[config.mk]
export PLATFORM = sky130hd
export DESIGN_NAME = act_requant_q35
export DESIGN_NICKNAME = d
export VERILOG_FILES = /design/src/rtl/act_pkg.sv /design/src/rtl/rnd_shift_sat.sv /design/src/rtl/act_requant_q35.sv
export SDC_FILE = /design/constraint.sdc
export NUM_CORES = 1
export LEC_CHECK = 0
export BUFFER_PORTS_ARGS = -buffer_cell sky130_fd_sc_hd__buf_4
export CAP_MARGIN = 10
export CELL_PAD_IN_SITES_DETAIL_PLACEMENT = 1
export CELL_PAD_IN_SITES_GLOBAL_PLACEMENT = 1
export CORE_MARGIN = 5
export CORE_UTILIZATION = 38
export DETAILED_ROUTE_END_ITERATION = 12
export PLACE_DENSITY_LB_ADDON = 0.3
export SYNTH_ARGS = -nofsm -noshare
export SYNTH_HDL_FRONTEND = slang
export SYNTH_SLANG_ARGS = --single-unit
[constraint.sdc]
create_clock -name clk -period 2.7 [get_ports clk]
set_input_delay 0.675 -clock clk [delete_from_list [all_inputs] [get_ports clk]]
set_output_delay 0.675 -clock clk [all_outputs]
set_load 0.005 [all_outputs]
[src/rtl/act_pkg.sv]
// ----------------------------------------------------------------------------
// act_pkg
// Shared definitions for the activation datapath: Q3.5 range limits, the
// activation/sigmoid byte types, the per-stage pipeline occupancy encoding and
// the helper that derives the requantisation shift.
// ----------------------------------------------------------------------------
package act_pkg;

  // Q3.5 activation range and fractional width
  localparam logic signed [7:0] Q35_MAX  = 8'sh7F;
  localparam logic signed [7:0] Q35_MIN  = 8'sh80;
  localparam int                Q35_FRAC = 32'sd5;

  // Signed Q3.5 activation (sigmoid input) and unsigned Q0.8 (sigmoid output)
  typedef logic signed [7:0] q35_t;
  typedef logic        [7:0] q08_t;

  // Occupancy of one pipeline register stage
  typedef enum logic {
    ST_EMPTY = 1'b0,
    ST_FULL  = 1'b1
  } stage_st_t;

  // Right shift that moves a value from frac_in to frac_out fractional bits
  function automatic int calc_shift(input int frac_in, input int frac_out);
    return frac_in - frac_out;
  endfunction

endpackage

[src/rtl/rnd_shift_sat.sv]
// ----------------------------------------------------------------------------
// rnd_shift_sat
// Combinational round / arithmetic-shift / saturate from an IN_W-bit signed
// value down to signed Q3.5. Rounding adds half an output LSB before the
// arithmetic shift, i.e. round half toward +inf.
//
// Ports:
//   sum  in   IN_W  signed value with SHIFT more fractional bits than x
//   x    out  8     signed Q3.5 result, clipped to [-128, 127]
//   sat  out  1     x was clipped
// ----------------------------------------------------------------------------
module rnd_shift_sat
  import act_pkg::*;
#(
  parameter int IN_W  = 25,
  parameter int SHIFT = 11
) (
  input  logic signed [IN_W-1:0] sum,
  output q35_t                   x,
  output logic                   sat
);

  // One guard bit so adding the rounding constant can never overflow
  localparam int RW = IN_W + 1;
  localparam logic signed [RW-1:0] HALF  = $signed({{(RW-1){1'b0}}, 1'b1} << (SHIFT - 1));
  localparam logic signed [RW-1:0] MAX_V = RW'(Q35_MAX);
  localparam logic signed [RW-1:0] MIN_V = RW'(Q35_MIN);

  logic signed [RW-1:0] rnd_s;
  logic signed [RW-1:0] shr_s;

  // Round, shift and clip to the Q3.5 range
  always_comb begin
    rnd_s = RW'(sum) + HALF;
    shr_s = rnd_s >>> SHIFT;
    if (shr_s > MAX_V) begin
      x   = Q35_MAX;
      sat = 1'b1;
    end else if (shr_s < MIN_V) begin
      x   = Q35_MIN;
      sat = 1'b1;
    end else begin
      x   = shr_s[7:0];
      sat = 1'b0;
    end
  end

endmodule

[src/rtl/act_requant_q35.sv]
// ----------------------------------------------------------------------------
// act_requant_q35
// Streaming requantiser feeding the sigmoid stage. Stage 1 registers
// acc_in + cfg_bias at full precision (one extra bit, never overflows);
// stage 2 rounds, shifts and saturates to signed Q3.5 and is the output
// register. Valid/ready on both sides, one element per cycle, two-cycle
// latency when not stalled.
//
// Optional feature macro: ACT_REQUANT_SAT_COUNT_EN
//   defined   -> sat_count counts saturated output handshakes (sticky at
//                16'hFFFF, sat_clr clears and wins over an increment)
//   undefined -> sat_count is tied to zero and sat_clr is ignored
//
// Ports:
//   clk        in   1      clock, rising edge
//   reset      in   1      asynchronous active-low reset
//   in_valid   in   1      acc_in / in_last valid
//   in_ready   out  1      stage 1 can accept (combinational from out_ready)
//   acc_in     in   ACC_W  signed accumulator, FRAC_IN fractional bits
//   in_last    in   1      last element of vector
//   cfg_bias   in   ACC_W  signed bias, same format as acc_in
//   out_valid  out  1      x_out valid
//   out_ready  in   1      consumer accepts
//   x_out      out  8      signed Q3.5 activation
//   out_last   out  1      in_last aligned with x_out
//   sat_flag   out  1      current x_out was clipped
//   sat_clr    in   1      clear sat_count
//   sat_count  out  16     saturation event count
// ----------------------------------------------------------------------------
module act_requant_q35
  import act_pkg::*;
#(
  parameter int ACC_W    = 24,
  parameter int FRAC_IN  = 16,
  // The sigmoid consumer expects Q3.5; keep equal to Q35_FRAC
  parameter int FRAC_OUT = 5
) (
  input  logic             clk,
  input  logic             reset,
  input  logic             in_valid,
  output logic             in_ready,
  input  logic [ACC_W-1:0] acc_in,
  input  logic             in_last,
  input  logic [ACC_W-1:0] cfg_bias,
  output logic             out_valid,
  input  logic             out_ready,
  output logic [7:0]       x_out,
  output logic             out_last,
  output logic             sat_flag,
  input  logic             sat_clr,
  output logic [15:0]      sat_count
);

  localparam int SHIFT = calc_shift(FRAC_IN, FRAC_OUT);
  localparam int SUM_W = ACC_W + 1;

  // Pipeline occupancy
  stage_st_t s1_st_r, s1_st_nxt_s;
  stage_st_t s2_st_r, s2_st_nxt_s;
  // Holds in_ready low until the first clock edge after reset release
  logic      ready_en_r;

  logic adv1_s;
  logic adv2_s;

  // Stage 1 payload
  logic signed [SUM_W-1:0] s1_sum_r;
  logic                    s1_last_r;

  // Stage 2 payload (output register)
  q35_t x_r;
  logic last_r;
  logic sat_r;

  // Round/shift/saturate result for the element moving into stage 2
  q35_t rnd_x_s;
  logic rnd_sat_s;

  rnd_shift_sat #(
    .IN_W  (SUM_W),
    .SHIFT (SHIFT)
  ) u_rnd_shift_sat (
    .sum (s1_sum_r),
    .x   (rnd_x_s),
    .sat (rnd_sat_s)
  );

  // Handshake decode and next occupancy of both stages
  always_comb begin
    adv2_s   = (s1_st_r == ST_FULL) & ((s2_st_r == ST_EMPTY) | out_ready);
    in_ready = ready_en_r & ((s1_st_r == ST_EMPTY) | adv2_s);
    adv1_s   = in_valid & in_ready;

    s1_st_nxt_s = s1_st_r;
    case (s1_st_r)
      ST_EMPTY: begin
        if (adv1_s) s1_st_nxt_s = ST_FULL;
        else        s1_st_nxt_s = ST_EMPTY;
      end
      ST_FULL: begin
        // A refill in the same cycle as the drain keeps the stage full
        if (adv1_s)      s1_st_nxt_s = ST_FULL;
        else if (adv2_s) s1_st_nxt_s = ST_EMPTY;
        else             s1_st_nxt_s = ST_FULL;
      end
      default: s1_st_nxt_s = ST_EMPTY;
    endcase

    s2_st_nxt_s = s2_st_r;
    case (s2_st_r)
      ST_EMPTY: begin
        if (adv2_s) s2_st_nxt_s = ST_FULL;
        else        s2_st_nxt_s = ST_EMPTY;
      end
      ST_FULL: begin
        if (adv2_s)         s2_st_nxt_s = ST_FULL;
        else if (out_ready) s2_st_nxt_s = ST_EMPTY;
        else                s2_st_nxt_s = ST_FULL;
      end
      default: s2_st_nxt_s = ST_EMPTY;
    endcase
  end

  // Occupancy state registers and post-reset ready enable
  always_ff @(posedge clk or negedge reset) begin
    if (!reset) begin
      s1_st_r    <= ST_EMPTY;
      s2_st_r    <= ST_EMPTY;
      ready_en_r <= 1'b0;
    end else begin
      s1_st_r    <= s1_st_nxt_s;
      s2_st_r    <= s2_st_nxt_s;
      ready_en_r <= 1'b1;
    end
  end

  // Stage 1: bias add at full precision; bias is sampled with the element
  always_ff @(posedge clk or negedge reset) begin
    if (!reset) begin
      s1_sum_r  <= '0;
      s1_last_r <= 1'b0;
    end else if (adv1_s) begin
      s1_sum_r  <= SUM_W'($signed(acc_in)) + SUM_W'($signed(cfg_bias));
      s1_last_r <= in_last;
    end else begin
      s1_sum_r  <= s1_sum_r;
      s1_last_r <= s1_last_r;
    end
  end

  // Stage 2: output register, holds while the consumer stalls
  always_ff @(posedge clk or negedge reset) begin
    if (!reset) begin
      x_r    <= 8'sh00;
      last_r <= 1'b0;
      sat_r  <= 1'b0;
    end else if (adv2_s) begin
      x_r    <= rnd_x_s;
      last_r <= s1_last_r;
      sat_r  <= rnd_sat_s;
    end else begin
      x_r    <= x_r;
      last_r <= last_r;
      sat_r  <= sat_r;
    end
  end

  assign out_valid = (s2_st_r == ST_FULL);
  assign x_out     = x_r;
  assign out_last  = last_r;
  assign sat_flag  = sat_r;

`ifdef ACT_REQUANT_SAT_COUNT_EN
  logic [15:0] sat_cnt_r;

  // Saturated-handshake counter; clear wins, sticks at all-ones
  always_ff @(posedge clk or negedge reset) begin
    if (!reset) begin
      sat_cnt_r <= 16'h0000;
    end else if (sat_clr) begin
      sat_cnt_r <= 16'h0000;
    end else if (out_valid && out_ready && sat_r && (sat_cnt_r != 16'hFFFF)) begin
      sat_cnt_r <= sat_cnt_r + 16'h0001;
    end else begin
      sat_cnt_r <= sat_cnt_r;
    end
  end

  assign sat_count = sat_cnt_r;
`else
  logic unused_sat_clr_s;
  assign unused_sat_clr_s = sat_clr;
  assign sat_count        = 16'h0000;
`endif

endmodule

# After elaboration in Yosys (flattened, before gate mapping)
# Index checks and enable logic that the tools add are counted.
# totals
regBits,39
input_bits,54
out_inout_bits,28
elab_cells,31
# op_classes
addsub,2
magnitude_cmp,2
mux,12
n_bitwise,7
# ops
cell,n
$add 25x12->26 const B,1
$add 24x24->25,1
$mux 8,2
$gt 15x8->1 const B,1
$lt 15x8->1 const B,1
$mux 1,8
$pmux 1 s2,2
$and 1x1->1,3
$not 1->1,2
$or 1x1->1,2

# Logic depth before layout (Yosys ltp)
# depth
depth_word,8
ltp_mapped,8
ltp_nobuf,7

# Hierarchy
# A second synthesis with hierarchy kept.
# unflattened
cells_unflattened,409
hier_area_um2,3484.6
# modules_own_cells
module,n_inst,cells_per_inst,area_per_inst_um2,seq_area_each_um2
act_requant_q35,1,321,2871.5,975.9
rnd_shift_sat,1,88,613.1,0.0

# Worst setup path after synthesis
# No wires, ideal clock.
# synth_timing
kind,input-to-reg
startpoint,input port acc_in[10]
endpoint,register s1_sum_r[17]
setup_ps,87
arrival_time_ps,2290
required_time_ps,2613
slack_ps,324
stages,8
n_path_buf,1
path_cell_list,ha_1 > a21oi_1 > a21boi_1 > or2_2 > and2_1 > clkbuf_1 > a211o_1 > o211ai_1
# synth_between
elab_chain_len,1
# synth_rtl
item,line,text
from (decl),act_requant_q35.sv:42,"input logic [ACC_W-1:0] acc_in,"
$add 24x24->25,act_requant_q35.sv:143,s1_sum_r <= SUM_W'($signed(acc_in)) + SUM_W'($signed(cfg_bias));
to (signal assigned),act_requant_q35.sv:143,
to (signal assigned),act_requant_q35.sv:146,s1_sum_r <= s1_sum_r;
to (decl),act_requant_q35.sv:67,logic signed [SUM_W-1:0] s1_sum_r;
# No other way between the ends.
# A chain may end at the register's enable or synchronous reset.

# Worst setup path in the final report
# layout_timing
startpoint,input port acc_in[7]
endpoint,register s1_sum_r[15]
# The elaborated chain is that of the path after synthesis.

==> results.sh <==
export IMPL_std_cell_rows=31
export IMPL_finalHoldViolations=0
export IMPL_tightest_slew_ns=0.594
export IMPL_critPathArrivalTime_ns=2.54
export IMPL_ant_nets=0
export IMPL_yosysMostFrequentCell="nand2_1"
export IMPL_synthMuxAreaShare=0.0187
export IMPL_end_kind="flip-flop"
export IMPL_drv_slew=0
export IMPL_setup_viol=0
export IMPL_via_per_inst=5.35
export IMPL_synth_top_cell_area_share=0.264
export IMPL_cp_start_kind="input port"
export IMPL_dr_pass1_iters=4
export IMPL_grt_usage=0.169
export IMPL_rsz0062_at_grt="false"
export IMPL_crit_path_max_fanout=4
export IMPL_cap_viol_max_count=0
export IMPL_dr_total_vias=2637
export IMPL_grt_overflow=0
export IMPL_cp_top_family="compound AO/OA/AOI/OAI gates"
export IMPL_cts_root_buf="clkbuf_8"
export IMPL_internal_power_w=0.00113
export IMPL_fp_dieArea_sq_um=9030
export IMPL_synth_xor_area_frac=0.0382
export IMPL_h_tree_depth=2
export IMPL_p_comb_frac=0.407
export IMPL_netSwitchingPower_w=0.000634
export IMPL_clk_pin_slew_ns=0.06
export IMPL_critical_path_required_ns=2.85
export IMPL_place_ws_ns=-0.00543
export IMPL_fin_crit_sh=0.883
export IMPL_synth_compound_area_share=0.255
export IMPL_yosysWarnings=0
export IMPL_cts_buffers=5
export IMPL_stdcell_count=493
export IMPL_grt_pass1_vias=2645
export IMPL_synth_ff_type="dfrtp_1"
export IMPL_slowest_delay_ns=0.34
export IMPL_vdd_drop_max_mv=0.253
export IMPL_synth_distinct_cells=56
export IMPL_antenna_found_initial=0
export IMPL_path_buf_inv=1
export IMPL_cts_buffer_depth=2
export IMPL_p_leak_nw=1.58
export IMPL_synth_simple_area_share=0.225
export IMPL_cts_setup_buffers=0
export IMPL_swShare=0.360
export IMPL_port_buffers=64
export IMPL_p_per_area_nw_per_um2=524
export IMPL_hp_class="input port to asynchronous set/reset pin"
export IMPL_routabilityCongestion=0.866
export IMPL_syn_avg_cell_area_sq_um=8.25
export IMPL_slew_headroom=0.604
export IMPL_place_detailed_hpwl_um=6080
export IMPL_post_route_cells_drive_above_1_share=0.226
export IMPL_syn2layout_area_growth_pct=22.1
export IMPL_fin_nets=472
export IMPL_p_clk_frac=0.204
export IMPL_synth_fa_ha_area_frac=0.109
export IMPL_grt_first_pass_wirelength_um=12400
export IMPL_io_pins=82
export IMPL_diodes=0
export IMPL_post_cts_resize_count=0
export IMPL_setup_slack_ns=0.315
export IMPL_critPathSlowestCell="a211oi_1"
export IMPL_min_period_ns=2.39
export IMPL_post_route_util=0.470
export IMPL_placed_cells=486
export IMPL_cts_hold_buf=0
export IMPL_drt_iter0_markers=57
export IMPL_multi_input_area_sq_um=1840
export IMPL_synthTopCellsByArea="dfrtp_1 (26%), ha_1 (11%), nand2_1 (5.3%)"
export IMPL_p_seq_frac=0.389
export IMPL_crit_top_cell="a211oi_1"
export IMPL_clock_skew_ns=0.00736
export IMPL_initial_core_util=0.385
export IMPL_crit_type="input port to flip-flop"
export IMPL_synth_edf_count=0
export IMPL_ys_seq_area_frac=0.264
export IMPL_yosysTopAreaCell="dfrtp_1"
export IMPL_status="complete, no violations"
export IMPL_die_h_um=95.1
export IMPL_die_w_um=95.1
export IMPL_synth_top_family_by_area="compound AO/OA/AOI/OAI gates"
export IMPL_wirelength_um=7440
export IMPL_fmax_ghz=0.419
export IMPL_syn_inst=333
export IMPL_async_reset_ff_frac=1.00
export IMPL_drc=0
export IMPL_crit_path_cell_trace="buf_4, ha_1, and4_1, and2_1, a211oi_1, a21boi_0, a211oi_1, o31ai_1"
export IMPL_n_fill_cell=913
export IMPL_seq_area_sq_um=726
export IMPL_routedWlPerCell_um=15.1
export IMPL_core_sq_um=7140
export IMPL_grt_max_degree=30
export IMPL_worst_skew_pair_late_latency_ns=0.28
export IMPL_synth_top_cells_by_count="nand2_1 (39), dfrtp_1 (29), ha_1 (24), a21oi_1 (20)"
export IMPL_synth_area_sq_um=2750
export IMPL_cts_num_sinks=29
export IMPL_cts_tree="done"
export IMPL_synth_seq_cells=29
## path summary, 6_finish.rpt
check	from	endpoint	slack (ns)	cells after the start
setup / recovery	acc_in[7]	s1_sum_r[15]$_DFFE_PN0P_	0.31	8
hold / removal	reset	x_out[5]$_DFFE_PN0P_	0.31	1
setup reg to reg	s1_sum_r[12]$_DFFE_PN0P_	x_out[4]$_DFFE_PN0P_	0.46	6
hold reg to reg	s1_last_r$_DFFE_PN0P_	s1_last_r$_DFFE_PN0P_	0.48	2
max in group asynchronous	reset	s1_sum_r[14]$_DFFE_PN0P_	2.11	1
min in group clk	s1_last_r$_DFFE_PN0P_	s1_last_r$_DFFE_PN0P_	0.48	2
## power by group through the flow
stage                     clock [W]  combinational (W)  sequential (W)
after global routing       0.000395           0.000805        0.000707
after global placement            0           0.000694        0.000680
after detailed placement          0           0.000720        0.000690
after floorplan                   0           0.000469        0.000650
final                      0.000359           0.000716        0.000685
after CTS                  0.000381           0.000726        0.000686
## registers in the layout, summed over array words and instances, names as in the netlist
register / cells
out_last: 1
s1_last_r: 1
s1_sum_r: 15
ready_en_r: 1
x_out: 8
s1_st_r: 1
out_valid: 1
sat_flag: 1
## logic make-up (layout without fill, tap and decap cells)
| logic type | count (synthesis) | after routing |
|---|---|---|
| adders and majority gates | 24 | 24 |
| muxes | 5 | 5 |
| buffers and inverters | 42 | 88 |
| xor gates and xnor gates | 12 | 12 |
| DFF | 29 | 29 |
| AOI/OAI and AO/OA | 101 | 101 |
| and+or+nand+nor | 118 | 118 |
| other | 2 | 17 |
## placed cells by master, fill, tap and decap left out, drive strengths merged, types with 2 or more instances in the layout
master / synthesis / routed
a211o: 3 / 3
a211oi: 4 / 4
a21boi: 4 / 4
a21o: 6 / 6
a21oi: 20 / 20
a221o: 9 / 9
a31oi: 5 / 5
and2: 6 / 6
and3: 7 / 7
and4: 5 / 5
and4b: 2 / 2
buf: 20 / 73
clkbuf: 14 / 7
conb: 2 / 17
dfrtp: 29 / 29
ha: 24 / 24
inv: 8 / 8
mux2i: 4 / 4
nand2: 39 / 39
nand2b: 2 / 2
nand3: 15 / 15
nand3b: 2 / 2
nand4: 7 / 7
nor2: 15 / 15
nor3: 13 / 13
o2111ai: 3 / 3
o211ai: 6 / 6
o21a: 4 / 4
o21ai: 22 / 22
o21bai: 2 / 2
o22ai: 2 / 2
o31ai: 4 / 4
xnor2: 9 / 9
xor2: 3 / 3
## stage by stage
stage / setup TNS, ns / cell area (sq um) / power [W] / hold WS, ns
2_1_floorplan: 0 / 2810 / 0.00112 / 0.379
3_3_place_gp: 0 / 3270 / 0.00137 / 0.458
3_5_place_dp: -0.00543 / 3270 / 0.00141 / 0.470
4_1_cts: 0 / 3360 / 0.00179 / 0.311
5_1_grt: 0 / 3360 / 0.00191 / 0.332
6_report: 0 / 3360 / 0.00176 / 0.311
## worst reg2reg max path: stages (launching register included)
cell,delay [ns]
dfrtp_1,0.45
and4_1,0.44
nand3_4,0.13
o21ai_2,0.25
a32o_1,0.35
a21boi_2,0.36
a221o_1,0.19
## layout make-up
cell class	count	area share
flip-flops and latches	29	0.216
clock buffers	7	0.0257
inverters	8	0.00895
repair buffers	73	0.163
multi-input cells	277	0.549
well taps	99	0.0369
## routing by layer
layer  GRT usage  wire [um]  vias up
met2       0.305       3830       40
met4      0.0288         46        0
met5           0          0        -
met1       0.219       3370     1255
met3      0.0221        197        5
li1            -          -     1337
(Power assumes the default switching activity.)
